### src/rtl/beat_judge.sv
// rtl/beat_judge.sv - judges each beat window as PERFECT, GOOD or MISS and keeps score, combo and lives
module beat_judge #(
    parameter int LIVES      = 3,
    parameter int SCORE_W    = 8,
    parameter int PERFECT_TH = 2
) (
    input  logic               clk,
    input  logic               INIT,
    input  logic               gameState,
    input  logic               window,
    input  logic [3:0]         remain,
    input  logic [3:0]         target,
    input  logic [3:0]         keys,
    output logic               hit,
    output logic               perfect,
    output logic               miss,
    output logic [SCORE_W-1:0] score,
    output logic [3:0]         combo,
    output logic [1:0]         lives,
    output logic               game_over
);

    typedef enum logic [1:0] {IDLE, ARMED, DONE, OVER} state_t;

    state_t             state;
    logic               window_d;
    logic [3:0]         keys_d;
    logic [3:0]         press;
    logic               win_rise;
    logic               win_fall;
    logic               early;
    logic               judge_hit;
    logic               judge_miss;
    logic [SCORE_W:0]   sum;
    logic [SCORE_W-1:0] score_next;

    // Edge detection, grading and the hit/miss decision for the current cycle
    always_comb begin
        press      = keys & ~keys_d;
        win_rise   = window & ~window_d;
        win_fall   = ~window & window_d;
        early      = (remain >= 4'(PERFECT_TH));
        // early hits add 2, late hits add 1; the extra top bit catches overflow
        sum        = {1'b0, score} + {{(SCORE_W-1){1'b0}}, early, ~early};
        score_next = sum[SCORE_W] ? {SCORE_W{1'b1}} : sum[SCORE_W-1:0];
        judge_hit  = 1'b0;
        judge_miss = 1'b0;
        if (gameState && (state == ARMED)) begin
            if (press != 4'b0000) begin
                judge_hit  = (press == target);
                judge_miss = (press != target);
            end else if (win_fall) begin
                judge_miss = 1'b1;
            end
        end
    end

    // Judging FSM with registered pulses, score, combo and lives
    always_ff @(posedge clk) begin
        if (INIT) begin
            state     <= IDLE;
            hit       <= 1'b0;
            perfect   <= 1'b0;
            miss      <= 1'b0;
            score     <= '0;
            combo     <= 4'd0;
            lives     <= 2'(LIVES);
            game_over <= 1'b0;
            window_d  <= 1'b0;
            keys_d    <= keys;
        end else begin
            window_d <= window;
            keys_d   <= keys;
            hit      <= 1'b0;
            perfect  <= 1'b0;
            miss     <= 1'b0;
            if (gameState) begin
                case (state)
                    IDLE:    if (win_rise) state <= ARMED;
                    ARMED:   if (judge_hit || judge_miss) state <= win_fall ? IDLE : DONE;
                    DONE:    if (win_fall) state <= IDLE;
                    default: state <= OVER;
                endcase
            end
            if (judge_hit) begin
                hit     <= 1'b1;
                perfect <= early;
                score   <= score_next;
                if (combo != 4'hf) combo <= combo + 4'd1;
            end
            if (judge_miss) begin
                miss  <= 1'b1;
                combo <= 4'd0;
                if (lives != 2'd0) lives <= lives - 2'd1;
                // last life gone: overrides the IDLE/DONE choice above
                if (lives <= 2'd1) begin
                    game_over <= 1'b1;
                    state     <= OVER;
                end
            end
        end
    end

endmodule
### config.mk
export PLATFORM = sky130hd
export DESIGN_NAME = beat_judge
export DESIGN_NICKNAME = d
export VERILOG_FILES = /design/src/rtl/beat_judge.sv
export SDC_FILE = /design/constraint.sdc
export NUM_CORES = 1
export LEC_CHECK = 0
export ABC_AREA = 1
export CORE_MARGIN = 1
export CORE_UTILIZATION = 49
export CTS_CLUSTER_DIAMETER = 50
export DETAILED_ROUTE_END_ITERATION = 16
export PLACE_DENSITY = 0.8
export SETUP_SLACK_MARGIN = 0.02
export SLEW_MARGIN = 20
export SYNTH_ARGS = -nofsm -noshare
export SYNTH_HDL_FRONTEND = slang
export SYNTH_SLANG_ARGS = --single-unit
### constraint.sdc
create_clock -name clk -period 2.75 [get_ports clk]
set_input_delay 0.825 -clock clk [delete_from_list [all_inputs] [get_ports clk]]
set_output_delay 0.825 -clock clk [all_outputs]
set_load 0.005 [all_outputs]
==> results.json <==
{
  "status": "completed",
  "clock_latency_ps": 330,
  "n_antenna_cell": 0,
  "cp_max_fo": 7,
  "rsz0062_at_grt": "false",
  "drv_slew": 0,
  "syn-num-nets": 219,
  "final_nets": 259,
  "dp_cells": 263,
  "coreArea_um2": 2810,
  "final_util_pct": 67.4,
  "postCtsSetupBuffers": 0,
  "synth_largest_area_cell": "dfxtp_1",
  "rows": 19,
  "die_h_um": 57.0,
  "ys_seq_area_share_pct": 33.8,
  "layout_min_cycle_time_ps": 2480,
  "htreeDepth": 1,
  "cts_made_buffers": 3,
  "grt_max_degree": 14,
  "clk_root_buffer_cell": "clkbuf_4",
  "grt_usage_pct": 18.8,
  "end_kind": "flip-flop",
  "drc_errors": 0,
  "p_leak_uw": 0.000859,
  "grt_pass1_wl_um": 4740,
  "antenna_found_initial": 0,
  "dp_hpwl_um": 2060,
  "fin_skew_ps": 9.90,
  "drt-initial-drc-count": 36,
  "worst_setup_path_start_kind": "input port",
  "netlist_top_cells_area": "dfxtp_1 34%, nand2_1 9.4%, nand3_1 7.1%, inv_1 6.8%, nand2_2 5.9%",
  "area_growth_pct": 27.8,
  "routed_wl_um": 2740,
  "crit_arrival_ps": 2720,
  "hold_violations": 0,
  "max_freq_mhz": 403,
  "crit_required_ps": 2980,
  "hold_path_class": "reg -> reg",
  "start_util_pct": 52.8,
  "synth_top_area_share_pct": 33.8,
  "whs_ps": 477,
  "powerDensity_nw_per_um2": 339,
  "yosysWarnings": 0,
  "irDropWorstVdd_mv": 0.223,
  "wl_per_cell_um": 10.3,
  "gp_congestion": 0.791,
  "cts_max_path_buffers": 2,
  "cts.clk_slew.worst_paths_ps": 140,
  "synth_area_per_cell_um2": 7.51,
  "place.port_buffers": 32,
  "hold_buffers": 0,
  "p_total_uw": 641,
  "fp.dieArea_um2": 3240,
  "first_global_vias": 1128,
  "io_pins": 34,
  "avgViaCountPerCell": 4.89,
  "num-fill-cells": 255,
  "fin_cells": 267,
  "synthCells": 197,
  "ys_seq_elements": 25,
  "relSlewSlack_pct": 78.2,
  "finalSetupViolCount": 0,
  "syn_area_um2": 1480,
  "yosysUniqueCellTypes": 32,
  "drv_cap": 0,
  "synthFlopType": "dfxtp_1",
  "ant_nets": 0,
  "num_vias": 1305,
  "worstSetupPathType": "in -> reg",
  "synth_common_cells": "37 x nand2_1, 27 x inv_1, 25 x dfxtp_1",
  "numClockSinks": 25,
  "yosysMostFrequentCell": "nand2_1",
  "cts_tree": "built",
  "worstMarginPinSlew_ps": 327,
  "die_w_um": 57.0,
  "cts_resized": 0,
  "layout-drive-gt1-share_pct": 21.2,
  "grt_overflow": 0,
  "synth-edff-count": 0,
  "async_flop_share_pct": 0,
  "finalCritPeriodShare_pct": 90.2,
  "dr.pass1.iters": 4
}
## through the flow
stage                     setup TNS (ps)  setup slack [ps]  cell area (um2)
after floorplan                        0               460             1480
after global placement             -90.2             -30.3             1870
after detailed placement            -366             -69.3             1870
after CTS                              0               288             1890
after global routing                   0               134             1890
final                                  0               269             1890
## state kept, by name, indices dropped and copies added (netlist names)
signal	flops
score	8
combo	4
keys_d	4
lives	2
state	2
game_over	1
hit	1
miss	1
perfect	1
window_d	1
## worst paths after layout
path / start / to / slack [ps] / cells after the start
worst min-delay path: game_over / game_over / 480 / 2
worst max-delay path: remain[2] / score[0] / 270 / 12
worst max register to register: score[0] / score[0] / 1040 / 8
worst min register to register: game_over / game_over / 480 / 2
## cells in the final DEF (no fill, tap or decap), types with 3 or more instances in the layout
cell and count:
inv_1 27, inv_2 8, or2_2 3, dfxtp_1 25
nand4_1 6, buf_4 4, clkdlybuf4s50_1 32, clkbuf_4 3
nand2_1 37, a21oi_1 6, nor2_1 14, nand2_2 14
a21oi_2 7, nand3_1 21, ha_1 5
## metal layers
metal / vias to the layer above / GRT usage [%] / part of all wire [%]
met1: 577 / 25.2 / 51
met5: - / 0 / 0
met4: 0 / 8.36 / 1.7
met2: 22 / 29.6 / 44
met3: 5 / 3.40 / 3.3
li1: 701 / - / -
## layout make-up
class / instances / area (um2) / share of cell area [%]
Inverter: 36 / 148 / 7.80
Multi-Input combinational cell: 135 / 828 / 43.8
Tap cell: 31 / 38.8 / 2.05
Timing Repair Buffer: 36 / 350 / 18.5
Clock buffer: 4 / 26.3 / 1.39
Sequential cell: 25 / 500 / 26.5
## worst max-delay path, stage by stage
cell	delay (ps)
clkdlybuf4s50_1	460
nor2_1	50
nand2_1	70
inv_1	60
ha_1	200
fa_1	430
nand3_1	150
inv_2	60
nand4_2	140
inv_1	80
nor2_1	120
o21ai_2	70
## where the power goes
group | total [uW] | leakage, uW | internal, uW | switching (uW)
Sequential | 374 | 0.000204 | 370 | 3.91
Combinational | 95.6 | 0.000641 | 43.9 | 51.8
Clock | 172 | 0.0000150 | 56.9 | 115
## cell families after synthesis
| group | Yosys count | synth area share (%) |
|---|---|---|
| fa+ha+maj | 6 | 5.58 |
| compound gates | 21 | 9.98 |
| buf+inv | 37 | 10.2 |
| flops | 25 | 33.8 |
| simple gates | 106 | 39.2 |
| xor+xnor | 2 | 1.18 |
Power figures use the tool's default switching activity.
